File: config.mk
export PLATFORM = sky130hd
export DESIGN_NAME = evr_event_injector
export DESIGN_NICKNAME = d
export VERILOG_FILES = /design/src/rtl/evr_event_injector.sv
export SDC_FILE = /design/constraint.sdc
export NUM_CORES = 1
export LEC_CHECK = 0
export ABC_AREA = 1
export CAP_MARGIN = 10
export CORE_MARGIN = 3
export CORE_UTILIZATION = 45
export CTS_CLUSTER_DIAMETER = 60
export DETAILED_ROUTE_END_ITERATION = 10
export PLACE_DENSITY = 0.65
export SYNTH_ARGS = -nofsm -noshare
export SYNTH_HDL_FRONTEND = slang
export SYNTH_SLANG_ARGS = --single-unit
File: constraint.sdc
create_clock -name evrClk -period 3.04 [get_ports evrClk]
set_input_delay 0.456 -clock evrClk [delete_from_list [all_inputs] [get_ports evrClk]]
set_output_delay 0.456 -clock evrClk [all_outputs]
set_load 0.03 [all_outputs]
File: src/rtl/evr_event_injector.sv
// evr_event_injector: merges software-queued event codes into idle slots of the
// upstream event stream. Each queued entry is {code[7:0], delay[15:0]}. Code 0
// marks a delay-only entry. Upstream events always win the slot.
module evr_event_injector #(
    parameter int ADDR_WIDTH  = 5,
    parameter int DEFER_WIDTH = 16
) (
    input  logic                   evrClk,
    input  logic                   evrReset_n,
    input  logic                   enable,
    input  logic                   flush,
    input  logic                   wrValid,
    output logic                   wrReady,
    input  logic [7:0]             wrCode,
    input  logic [15:0]            wrDelay,
    input  logic [7:0]             upCode,
    input  logic                   upCodeValid,
    output logic [7:0]             evCode,
    output logic                   evCodeValid,
    output logic [ADDR_WIDTH:0]    fifoCount,
    output logic                   busy,
    output logic [DEFER_WIDTH-1:0] deferCount,
    output logic [15:0]            injectCount
);

    localparam int DEPTH = 1 << ADDR_WIDTH;
    localparam logic [ADDR_WIDTH:0] FULL_COUNT = {1'b1, {ADDR_WIDTH{1'b0}}};

    typedef enum logic [1:0] {
        IDLE = 2'd0,
        WAIT = 2'd1,
        SEND = 2'd2
    } state_t;

    state_t                 state_q, state_d;
    logic [ADDR_WIDTH-1:0]  wr_ptr_q, wr_ptr_d;
    logic [ADDR_WIDTH-1:0]  rd_ptr_q, rd_ptr_d;
    logic [ADDR_WIDTH:0]    count_q, count_d;
    logic [15:0]            counter_q, counter_d;
    logic [7:0]             code_q, code_d;
    logic [7:0]             ev_code_q, ev_code_d;
    logic                   ev_valid_q, ev_valid_d;
    logic [DEFER_WIDTH-1:0] defer_q, defer_d;
    logic [15:0]            inject_q, inject_d;

    logic [23:0] mem [DEPTH];
    logic [23:0] head;
    logic        full;
    logic        empty;
    logic        wr_en;
    logic        pop;
    logic        inject;

    assign full    = (count_q == FULL_COUNT);
    assign empty   = (count_q == '0);
    assign wrReady = !full && !flush;
    assign wr_en   = wrValid && wrReady;
    assign head    = mem[rd_ptr_q];
    assign pop     = (state_q == IDLE) && !empty && enable && !flush;
    assign inject  = (state_q == SEND) && (code_q != 8'd0) && enable
                     && !upCodeValid && !flush;

    // Queue storage: written on accepted writes, intentionally not reset.
    always_ff @(posedge evrClk) begin
        if (wr_en) begin
            mem[wr_ptr_q] <= {wrCode, wrDelay};
        end
    end

    // Queue pointers and occupancy; flush empties the queue.
    always_comb begin
        wr_ptr_d = wr_ptr_q;
        rd_ptr_d = rd_ptr_q;
        count_d  = count_q;
        if (flush) begin
            wr_ptr_d = '0;
            rd_ptr_d = '0;
            count_d  = '0;
        end else begin
            if (wr_en) begin
                wr_ptr_d = wr_ptr_q + 1'b1;
            end
            if (pop) begin
                rd_ptr_d = rd_ptr_q + 1'b1;
            end
            if (wr_en && !pop) begin
                count_d = count_q + 1'b1;
            end else if (pop && !wr_en) begin
                count_d = count_q - 1'b1;
            end
        end
    end

    // Next-state logic for IDLE -> WAIT -> SEND plus deferral/injection counters.
    always_comb begin
        state_d   = state_q;
        counter_d = counter_q;
        code_d    = code_q;
        defer_d   = defer_q;
        inject_d  = inject_q;
        if (flush) begin
            state_d   = IDLE;
            counter_d = '0;
            code_d    = '0;
        end else begin
            case (state_q)
                IDLE: begin
                    if (pop) begin
                        counter_d = head[15:0];
                        code_d    = head[23:16];
                        state_d   = WAIT;
                    end
                end
                WAIT: begin
                    if (enable) begin
                        if (counter_q == '0) begin
                            state_d = SEND;
                        end else begin
                            counter_d = counter_q - 1'b1;
                        end
                    end
                end
                SEND: begin
                    if (code_q == 8'd0) begin
                        state_d = IDLE;
                    end else if (enable) begin
                        if (upCodeValid) begin
                            if (defer_q != '1) begin
                                defer_d = defer_q + 1'b1;
                            end
                        end else begin
                            inject_d = inject_q + 1'b1;
                            state_d  = IDLE;
                        end
                    end
                end
                default: state_d = IDLE;
            endcase
        end
    end

    // Output mux: upstream has priority, then an injected code, else an empty slot.
    always_comb begin
        ev_code_d  = '0;
        ev_valid_d = 1'b0;
        if (upCodeValid) begin
            ev_code_d  = upCode;
            ev_valid_d = 1'b1;
        end else if (inject) begin
            ev_code_d  = code_q;
            ev_valid_d = 1'b1;
        end
    end

    // State register; reset clears everything including the output slot.
    always_ff @(posedge evrClk or negedge evrReset_n) begin
        if (!evrReset_n) begin
            state_q    <= IDLE;
            wr_ptr_q   <= '0;
            rd_ptr_q   <= '0;
            count_q    <= '0;
            counter_q  <= '0;
            code_q     <= '0;
            ev_code_q  <= '0;
            ev_valid_q <= 1'b0;
            defer_q    <= '0;
            inject_q   <= '0;
        end else begin
            state_q    <= state_d;
            wr_ptr_q   <= wr_ptr_d;
            rd_ptr_q   <= rd_ptr_d;
            count_q    <= count_d;
            counter_q  <= counter_d;
            code_q     <= code_d;
            ev_code_q  <= ev_code_d;
            ev_valid_q <= ev_valid_d;
            defer_q    <= defer_d;
            inject_q   <= inject_d;
        end
    end

    assign evCode      = ev_code_q;
    assign evCodeValid = ev_valid_q;
    assign fifoCount   = count_q;
    assign busy        = (state_q != IDLE);
    assign deferCount  = defer_q;
    assign injectCount = inject_q;

endmodule

==> results.json <==
{
  "die_width_um": 286,
  "ant_nets": 0,
  "slew_violations": 0,
  "path_cells": "nor2_1 -> nand4_1 -> nand2_1 -> inv_1 -> clkdlybuf4s50_1",
  "fp-row-count": 102,
  "clk_latency_ns": 0.65,
  "ys_types": 35,
  "area_growth_pct": 16.2,
  "cts.clk_slew.worst_paths_ns": 0.06,
  "rsz0062_at_grt": "false",
  "holdCritPathClass": "input port to asynchronous set/reset pin",
  "postCtsSetupBuffers": 0,
  "avgRoutedWirePerCell_um": 20.7,
  "hold_violations": 0,
  "power_uw": 31100,
  "cp-start-kind": "flop",
  "cpMaxStageDelayCell": "clkdlybuf4s50_1",
  "clock_path_buffers": 3,
  "layout.area.seq_um2": 25100,
  "core_area_um2": 77700,
  "power_density_nw_per_um2": 755,
  "crit_family": "buffers and inverters",
  "finalSetupViolCount": 0,
  "route.detailed.drc": 0,
  "period_share_pct": 88.2,
  "cts_buffers": 90,
  "finish.utilization_pct": 52.9,
  "synth-seq-cells": 851,
  "postSynthCellCount": 3087,
  "die_h_um": 286,
  "status": "complete, no violations",
  "drive_above_1_share_pct": 9.89,
  "yosysWarnings": 0,
  "worstMarginPinSlew_ns": 0.619,
  "antenna_found_initial": 1,
  "crit_required_ns": 2.58,
  "dp_hpwl_um": 55000,
  "pre_cts_slack_ns": 0.283,
  "cts_tree": "built",
  "initial_core_util_pct": 45.5,
  "maxCapViolCount": 0,
  "critical_path_class": "flop to primary output",
  "htreeDepth": 3,
  "grtUsageTotal_pct": 21.9,
  "fill_cells": 6577,
  "fmax_ghz": 0.373,
  "cts_sinks": 851,
  "crit_path_end_kind": "primary output",
  "max_stage_delay_ns": 0.58,
  "root_buffer": "clkbuf_16",
  "syn_nets": 3138,
  "portBuffers": 86,
  "overflow": 0,
  "synth.avg_cell_area_um2": 11.5,
  "cp_max_fo": 6,
  "pin_count": 87,
  "multi_input_area_um2": 9030,
  "ctsHoldBuffers": 1,
  "yosysTopAreaCellShare_pct": 65.2,
  "first_pass_iters": 6,
  "min_period_ns": 2.68,
  "grt_pass1_vias": 22859,
  "clock_skew_ns": 0.0313,
  "gp_congestion": 0.883,
  "cts_resized": 0,
  "fin_ws_ns": 0.357,
  "grt_max_degree": 106,
  "cp.arrival_ns": 2.23,
  "die_area_um2": 82000,
  "synth_area_leader_cell": "edfxtp_1",
  "maxSlewHeadroom_pct": 58.7,
  "initialDrtViolationCount": 2629,
  "max-vdd-ir-drop_mv": 0.499,
  "power_leakage_uw": 0.0149,
  "grt_pass1_wl_um": 138000,
  "synth_area_um2": 35400,
  "ys_seq_area_share_pct": 71.0,
  "vias_per_cell": 5.49,
  "wirelength_um": 90200,
  "synth_area_leaders": "edfxtp_1, nand2_1, dfrtp_1",
  "vias": 23875,
  "worst-path-buf-inv": 2,
  "nets": 3286
}
==> report_power, final <==
| part | internal [uW] | switching [uW] | leakage [uW] |
|---|---|---|---|
| Sequential | 13000 | 232 | 0.00797 |
| Clock | 6410 | 4470 | 0.00144 |
| Combinational | 2100 | 4830 | 0.00547 |
| Total | 21500 | 9540 | 0.0149 |
==> cell usage after synthesis <==
cell type / instances
edfxtp_1: 768
nand2_1: 652
nor2_1: 453
nand3_1: 311
o21ai_0: 228
inv_1: 112
dfrtp_1: 83
o211ai_1: 70
buf_2: 64
a21oi_1: 62
clkbuf_1: 56
o21ai_1: 38
o22ai_1: 29
buf_4: 23
buf_6: 18
nor3_1: 18
xor2_1: 18
ha_1: 12
xnor2_1: 12
buf_1: 11
nand4_1: 10
nand3b_1: 6
inv_2: 5
nor4_1: 5
or2_2: 5
nand2_2: 4
or2_0: 4
nand3_2: 2
nor2_2: 2
a21oi_2: 1
a22o_1: 1
clkinv_1: 1
fa_1: 1
nor3_2: 1
or2_1: 1
==> worst register-to-register path: stages (launching register included) <==
cell and delay [ns]:
dfrtp_1 0.44, nor2_1 0.17, nand4_1 0.21, nand3_1 0.17, inv_2 0.10, nand2_1 0.14, ha_1 0.30, a21oi_1 0.15
nand2_1 0.10, nand2_1 0.07, nand2_1 0.05, a21oi_1 0.15, nand3b_1 0.12, nand3b_1 0.09, nand2_1 0.07
==> cell families (layout without fill, tap and decap cells) <==
| logic type | after synthesis | in the layout | synth area share (%) |
|---|---|---|---|
| adders and majority gates | 13 | 13 | 0.481 |
| DFF | 851 | 851 | 71.0 |
| xor gates and xnor gates | 30 | 30 | 0.742 |
| other | 0 | 1 | 0 |
| and+or+nand+nor | 1474 | 1474 | 17.1 |
| AOI/OAI and AO/OA | 429 | 429 | 6.69 |
| buffers and inverters | 290 | 511 | 3.93 |
==> registers in the layout, indices dropped and copies added (netlist names) <==
register	flops
rd_ptr_q	5
evCodeValid	1
wr_ptr_q	5
evCode	8
mem	768
state_q	2
deferCount	16
code_q	8
fifoCount	6
injectCount	16
counter_q	16
==> placed cells by master (no fill, tap or decap), types with 5 or more instances in the layout <==
cell | netlist | layout
nand3_1 | 311 | 311
inv_1 | 112 | 109
or2_2 | 5 | 5
nor2_4 | 0 | 15
o21ai_1 | 38 | 38
xor2_1 | 18 | 18
o211ai_1 | 70 | 70
inv_2 | 5 | 5
dfrtp_1 | 83 | 80
nor2_2 | 2 | 15
ha_1 | 12 | 12
xnor2_1 | 12 | 12
nor4_1 | 5 | 5
buf_4 | 23 | 115
bufinv_16 | 0 | 8
nand2_1 | 652 | 652
nand3b_1 | 6 | 6
a21oi_1 | 62 | 62
clkbuf_1 | 56 | 25
o21ai_0 | 228 | 228
clkbuf_16 | 0 | 94
clkinv_1 | 1 | 14
o22ai_1 | 29 | 29
nor2_1 | 453 | 425
nor3_1 | 18 | 14
clkinv_2 | 0 | 16
edfxtp_1 | 768 | 768
clkdlybuf4s50_1 | 0 | 85
buf_12 | 0 | 27
nand4_1 | 10 | 10
==> path summary, 6_finish.rpt <==
check | slack, ns | end | start | depth (start not counted)
hold / removal | 0.35 | injectCount[2]$_DFFE_PN0P_ | evrReset_n | 2
setup reg to reg | 0.64 | fifoCount[5]$_DFFE_PN0P_ | fifoCount[0]$_DFFE_PN0P_ | 14
min in group evrClk | 0.39 | evCode[0]$_DFF_PN0_ | upCode[0] | 3
hold reg to reg | 0.48 | counter_q[11]$_DFFE_PN0P_ | counter_q[11]$_DFFE_PN0P_ | 2
setup / recovery | 0.36 | wrReady | fifoCount[0]$_DFFE_PN0P_ | 5
max in group asynchronous | 1.94 | injectCount[8]$_DFFE_PN0P_ | evrReset_n | 3
==> area by class of cell <==
cell class,count,share of cell area (%)
diodes,1,0.00608
multi-input cells,1946,22.0
well taps,1040,3.16
flip-flops and latches,851,61.1
repair buffers,228,5.50
inverters,118,1.11
clock buffers,121,6.01
clock inverters,44,1.12
==> per-layer routing <==
layer / global-route usage [%] / wire (um) / vias to the layer above
met2: 34.4 / 41700 / 920
met1: 31.5 / 38800 / 11717
met4: 5.64 / 1980 / 0
li1: - / - / 11097
met5: 0 / 0 / -
met3: 4.49 / 7710 / 141
==> through the flow <==
step	setup TNS, ns	hold slack (ns)	instance area (um2)	std cells
global placement	0	0.463	38200	4182
CTS	0	0.351	41100	4348
detailed placement	0	0.466	38200	4182
floorplan	-24.16	0.160	35400	3087
global route	0	0.374	41100	4348
finish	0	0.350	41100	4349
No activity file was read; power rests on OpenSTA's default activity.
